File: src/rtl/sample_writer_pkg.sv
// Shared definitions for the sample memory writer: state encoding and default widths.
package sample_writer_pkg;

    localparam int DATA_W_DEF = 8;
    localparam int ADDR_W_DEF = 8;

    typedef enum logic [1:0] {
        IDLE = 2'd0,
        LOAD = 2'd1,
        DONE = 2'd2
    } state_t;

endpackage

File: src/rtl/sample_writer_addr_counter.sv
// Write-address counter for one block: clear, enable, and a flag on the
// increment that brings the count to DEPTH.
module write_addr_counter
    import sample_writer_pkg::*;
#(
    parameter int ADDR_W = ADDR_W_DEF,
    parameter int DEPTH  = 256
) (
    input  logic            clk,
    input  logic            rst,
    input  logic            clear,
    input  logic            enable,
    output logic [ADDR_W:0] count,
    output logic            terminal
);

    localparam logic [ADDR_W:0] LAST = (ADDR_W + 1)'(DEPTH - 1);

    // NOTE: sequential state uses non-blocking assignments so every register
    // samples the pre-edge values, independent of statement order.
    always_ff @(posedge clk) begin
        if (!rst) begin
            count <= '0;
        end else if (clear) begin
            count <= '0;
        end else if (enable) begin
            count <= count + 1'b1;
        end
    end

    // One bit wider than the address so a full 2^ADDR_W block is representable.
    assign terminal = enable && (count == LAST);

endmodule

File: src/rtl/sample_writer.sv
// Writer side of the sample RAM: streams bytes to addresses 0..DEPTH-1 and pulses done.
// Optional running checksum output enabled by defining SAMPLE_WRITER_CHECKSUM_EN.
module sample_writer
    import sample_writer_pkg::*;
#(
    parameter int DATA_W = DATA_W_DEF,
    parameter int ADDR_W = ADDR_W_DEF,
    parameter int DEPTH  = 256
) (
    input  logic              clk,
    input  logic              rst,
    input  logic              start,
    input  logic              abort,
    input  logic              in_valid,
    input  logic [DATA_W-1:0] in_data,
    output logic              in_ready,
    output logic              mem_we,
    output logic [ADDR_W-1:0] mem_addr,
    output logic [DATA_W-1:0] mem_wdata,
    output logic [ADDR_W:0]   count,
    output logic              busy,
    output logic              done
`ifdef SAMPLE_WRITER_CHECKSUM_EN
    ,
    output logic [DATA_W-1:0] checksum
`endif
);

    state_t state;
    state_t state_next;
    logic   start_fill;
    logic   accept;
    logic   terminal;

    assign start_fill = (state == IDLE) && start;
    // Abort outranks a coinciding handshake: the sample is dropped.
    assign accept     = in_valid && in_ready && !abort;

    always_ff @(posedge clk) begin
        if (!rst) begin
            state <= IDLE;
        end else begin
            state <= state_next;
        end
    end

    // NOTE: every output of this block gets a default first, so no path
    // through the case statement can leave a latch behind.
    always_comb begin
        state_next = state;
        in_ready   = 1'b0;
        busy       = 1'b0;
        done       = 1'b0;
        case (state)
            IDLE: begin
                if (start) begin
                    state_next = LOAD;
                end
            end
            LOAD: begin
                in_ready = 1'b1;
                busy     = 1'b1;
                if (abort) begin
                    state_next = IDLE;
                end else if (terminal) begin
                    state_next = DONE;
                end
            end
            DONE: begin
                busy       = 1'b1;
                done       = !abort;
                state_next = IDLE;
            end
            default: begin
                state_next = IDLE;
            end
        endcase
    end

    write_addr_counter #(
        .ADDR_W(ADDR_W),
        .DEPTH (DEPTH)
    ) u_addr_counter (
        .clk     (clk),
        .rst     (rst),
        .clear   (start_fill),
        .enable  (accept),
        .count   (count),
        .terminal(terminal)
    );

    // Address and data hold between writes so the RAM port stays quiet.
    always_ff @(posedge clk) begin
        if (!rst) begin
            mem_we    <= 1'b0;
            mem_addr  <= '0;
            mem_wdata <= '0;
        end else begin
            mem_we <= accept;
            if (accept) begin
                mem_addr  <= count[ADDR_W-1:0];
                mem_wdata <= in_data;
            end
        end
    end

`ifdef SAMPLE_WRITER_CHECKSUM_EN
    logic [DATA_W-1:0] sum;

    always_ff @(posedge clk) begin
        if (!rst) begin
            sum <= '0;
        end else if (start_fill) begin
            sum <= '0;
        end else if (accept) begin
            sum <= sum + in_data;
        end
    end

    assign checksum = sum;
`endif

endmodule

File: config.mk
export PLATFORM = sky130hd
export DESIGN_NAME = sample_writer
export DESIGN_NICKNAME = d
export VERILOG_FILES = /design/src/rtl/sample_writer_pkg.sv /design/src/rtl/sample_writer_addr_counter.sv /design/src/rtl/sample_writer.sv
export SDC_FILE = /design/constraint.sdc
export NUM_CORES = 1
export LEC_CHECK = 0
export ABC_AREA = 1
export BUFFER_PORTS_ARGS = -buffer_cell sky130_fd_sc_hd__buf_2
export CAP_MARGIN = 30
export CORE_MARGIN = 1.5
export CORE_UTILIZATION = 25
export CTS_CLUSTER_DIAMETER = 40
export DETAILED_ROUTE_END_ITERATION = 6
export GPL_ROUTABILITY_DRIVEN = 1
export PLACE_DENSITY_LB_ADDON = 0.3
export SLEW_MARGIN = 20
export SYNTH_ARGS = -nofsm -noshare
export SYNTH_HDL_FRONTEND = slang
export SYNTH_SLANG_ARGS = --single-unit
File: constraint.sdc
create_clock -name clk -period 4.1 [get_ports clk]
set_input_delay 0.82 -clock clk [delete_from_list [all_inputs] [get_ports clk]]
set_output_delay 0.82 -clock clk [all_outputs]
set_load 0.005 [all_outputs]
Word-level counts from Yosys, hierarchy flattened
Index checks and enable logic that the tools add are counted.
- flip-flop bits (word level): 28
- input bits: 13
- output and inout bits: 29
- word-level logic and storage cells: 28
- add/subtract/negate cells: 1
- equal/unequal tests: 5
- muxes and demuxes: 7
- bitwise operators: 1
- reduce and logical (&&, ||, !) cells: 9
- operator list (kind ; number):
    adder 9 x 1 -> 9 bit (second input constant) ; 1
    equality test 9 x 8 -> 1 bit (second input constant) ; 1
    2-to-1 mux 2 bit ; 3
    logical AND 1 bit ; 4
    one-hot mux 2 bit (2 select lines) ; 1
    OR reduction 2 bit ; 2
    2-to-1 mux 1 bit ; 3
    != test 3 bit (second input constant) ; 1
    equality test 2 x 1 -> 1 bit (second input constant) ; 1
    equality test 2 bit (second input constant) ; 1
    logical NOT 2 bit ; 1
    != test 2 bit (second input constant) ; 1
    AND reduction 2 bit ; 1
    logical NOT 1 bit ; 1
    NOT 1 bit ; 1

Longest topological paths before layout
- depth after elaboration: 8
- mapped depth: 9
- mapped depth without buffers: 9

Modules after synthesis
Synthesis repeated with hierarchy kept, for this count alone.
- cell total of the unflattened synthesis: 161
- area, all modules: 1229.9 um^2
- by module, submodules not included (module ; instances ; cells an instance ; area each (um^2) ; seq. area each (um^2)):
    sample_writer ; 1 ; 100 ; 775.7 ; 380.4
    write_addr_counter ; 1 ; 61 ; 454.2 ; 180.2

Least setup slack after synthesis
Ideal clock, no wire load.
- path kind: input to output
- from: input abort
- to: output done
- arrival time: 0.926 ns
- data required time: 3.280 ns
- setup slack: 2.354 ns
- stages on the path: 1
- buffers on the path: 0
- cells stage by stage: nor2_1
- cells in the longest elaborated chain, start to end: 2
- ends and longest elaborated chain (element ; RTL line ; text):
    start: declaration ; sample_writer.sv:13 ; input logic abort,
    logical NOT 1 bit ; sample_writer.sv:71 ; done = !abort;
    2-to-1 mux 1 bit ; sample_writer.sv:54 ; case (state)
    end: declaration ; sample_writer.sv:22 ; output logic done
No other way between the ends.

Worst setup path in the final report
Ends and elaborated chain as after synthesis.

==> impl_results.md <==
- Status: finished clean
- P_leak: 0.0006976 uW
- # port buffers: 41
- Synth top area cells: dfxtp_1, nor2_1, o21ai_0, ha_1, inv_1
- Fmax: around 0.51 GHz
- Global-route usage over all layers: between 10% and 20%
- WL final: roughly 2700 um
- Initial antenna violation count: 0
- Bufs on Longest Clock Path: 2
- Critical path class: in -> out
- Total core area: between 0.004 and 0.005 mm2
- # DRC: 0
- YS warnings: 0
- Ys flop type: dfxtp_1
- Die Height: 72.82 um
- Post-DRT Antenna Nets: 0
- Area share of the largest cell type after synthesis: 46.00%
- Util after Layout: between 30 and 40%
- Post-synth cell types: 22
- Share of layout cells above drive strength 1: around 30%
- Die width: about 73 um
- Final Hold Viols: 0
- Initial DRC count: 39
- Reg power frac: roughly half
- Worst EP required: roughly 3300 ps
- Clk_skew: a little over 3 ps
- Hold Path Stages: 2
- Critical path, cell by cell: buf_2 > nor2_1 > buf_2
- Worst hold path type: reg -> reg
- CP endpoint kind: output port
- CP most frequent cell: buf_2
- Pre-Repair DR Iteration Count: 4
- Final period util: between 40% and 50%
- First-pass GRT wire length: ~4400 um
- Pwr Total: 560.8 uW
- Max FO, Critical Path: 4
- Routability Congestion: 0.7014
- Largest net degree at the start of global routing: 24
- Site Rows: 25
- Int Pwr: roughly 440 uW
- WP buf/inv: 2
- Initial Utilization: about 26%
- Fin cells: 259
- RSZ-0062 raised after global routing: no
- Die Area: about 0.0053 mm2
- Post-synthesis net count: 170
- #FFs+latches synth: 28
- DP HPWL: around 1900 um
- Ant. Diodes: 0
- PwrDens: about 370 mW/mm2
- Post-route setup TNS: 0 ps
- Io pins: 42
- Vias/cell: a little over 4
- Post-Place Cells: about 260
- Clk slew on worst S/H paths: 90 ps
- Clk sinks: 28
- Fin crit period: between 1500 and 2000 ps
- Syn Area/Cell: around 8 um2
- Layout fillers: roughly 520
- Critical path arrival: around 1200 ps
- Post-CTS Setup Bufs: 0
- Startpoint of the worst-slack reg-to-reg timing path: state[1]
- Grt total ovfl: 0
- Clk pwr share: between 30% and 40%
- Post-synth top area cell: dfxtp_1
- Cells resized by post-CTS repair: 0
- CP peak stage delay: approximately 130 ps
- Actual slew at the worst max-slew pin: roughly 620 ps
- Area post-placement: 0.001463 mm2
- Switch share: 22.25%
- Reg-to-reg slack, setup: roughly 2300 ps
- Slowest-stage cell, CP: buf_2
- Hold Path End: mem_addr[4]
- MaxCap Viol Count: 0
- NetSw: 124.8 uW
- CTS tree: yes
- Total CTS buffers: 3
- Logic pwr share: a little over a tenth
- R2r worst-path depth: 7
- Delay-heaviest family, CP: buffers and inverters
- CTS Root Buffer Type: clkbuf_8
- Slew Limit Fails: 0
- Post-synthesis sequential area ratio: approximately 46%
- Worst min-delay path startpoint: mem_addr[4]
- Final nets: 211
- Maximum vdd drop: between 0.1 and 0.15 mV
- Cell area after synthesis: 0.001219 mm2
- R2r endpoint: u_addr_counter.count[5]
- Hold-fix buffers at CTS: 0
- FFs w/ async S/R, synth: 0%
- H-tree level count: 1
- Rel. slew slack: 58.64%
- Number of flops mapped to enable cells by yosys: 0
- # setup viols final: 0
- Most frequent cell after synthesis: nor2_1
- Clk_lat worst skew: ~280 ps
- P&R area growth vs syn: 25.87%
- Avg WL per Cell: a little over 10 um
- Syn Inst Count: roughly 150
- Total number of vias: 1075
- CP startpoint kind: primary input
- Vias in the first global route: a little over 900
- Commonest cells in the netlist: nor2_1, dfxtp_1, o21ai_0, inv_1, nand2_1
- Post-route cell area: about 0.0015 mm2
## sequential cells by signal, summed over array words and instances (netlist names)
signal	count
mem_wdata	8
u_addr_counter.count	9
mem_addr	8
state	2
mem_we	1
## worst reg2reg max path, cell delays in order (launching register included)
cell and delay [ps]:
dfxtp_1 320, inv_1 90, ha_1 230, nand2_1 110, nor2_4 490, nand2_1 170
o21ai_0 170, a21oi_1 70
## metrics by stage
stage	setup WS [ps]	hold slack (ps)
final	2122	482.7
after global routing	2032	511.9
after detailed placement	2036	468.5
after CTS	2118	486.9
after global placement	2057	460.7
after floorplan	2354	456.9
## power groups by stage
| stage | Sequential [uW] | Combinational (uW) | Clock, uW |
|---|---|---|---|
| finish | 285 | 58.8 | 217 |
| floorplan | 292 | 37.1 | 0 |
| CTS | 286 | 59.9 | 227 |
| global placement | 292 | 59.6 | 0 |
| global route | 287 | 69.2 | 235 |
| detailed placement | 292 | 59.5 | 0 |
## layout make-up
class	count	area, um2	area share (%)
multi-input cells	102	549.3	35.81
well taps	67	83.83	5.465
repair buffers	41	205.2	13.38
clock buffers	3	41.29	2.692
flip-flops and latches	28	560.5	36.54
inverters	17	63.81	4.160
clock inverters	1	30.03	1.958
## cells by family after synthesis
kind of cell    after synthesis  synth area share, %
xor+xnor                      1               0.7188
compound gates               34                16.12
flops                        28                46.00
simple gates                 62                23.10
fa+ha+maj                     5                5.133
buf+inv                      22                8.932
## cell usage in the layout (no fill, tap or decap)
| cell type | instances |
|---|---|
| nand3_2 | 1 |
| buf_2 | 41 |
| o21ai_1 | 3 |
| nor2_4 | 3 |
| nor2_1 | 35 |
| bufinv_16 | 1 |
| a21oi_1 | 8 |
| nand3_1 | 6 |
| ha_1 | 5 |
| nor3_1 | 2 |
| o21ai_2 | 1 |
| o21ai_0 | 18 |
| xor2_1 | 1 |
| inv_2 | 2 |
| nand2_4 | 1 |
| inv_1 | 15 |
| a21oi_2 | 3 |
| a21oi_4 | 1 |
| nand2_1 | 13 |
| nand4_1 | 1 |
| dfxtp_1 | 28 |
| clkbuf_8 | 3 |
## how the worst max path moves through the flow
stage,start,end,slack [ps],depth (start not counted)
after floorplan,abort,done,2350,1
after global placement,in_valid,u_addr_counter.count[5],2060,6
after detailed placement,in_valid,u_addr_counter.count[5],2040,6
after CTS,abort,done,2120,3
after global routing,state[0],done,2030,5
final,abort,done,2120,3
## metal layers
metal / global-route usage (%) / vias up / routed length (um)
met5: 0 / - / 0
li1: - / 565 / -
met4: 6.918 / 0 / 69
met1: 14.60 / 463 / 1282
met3: 3.453 / 5 / 215
met2: 15.39 / 42 / 1092
(Power assumes the default switching activity.)
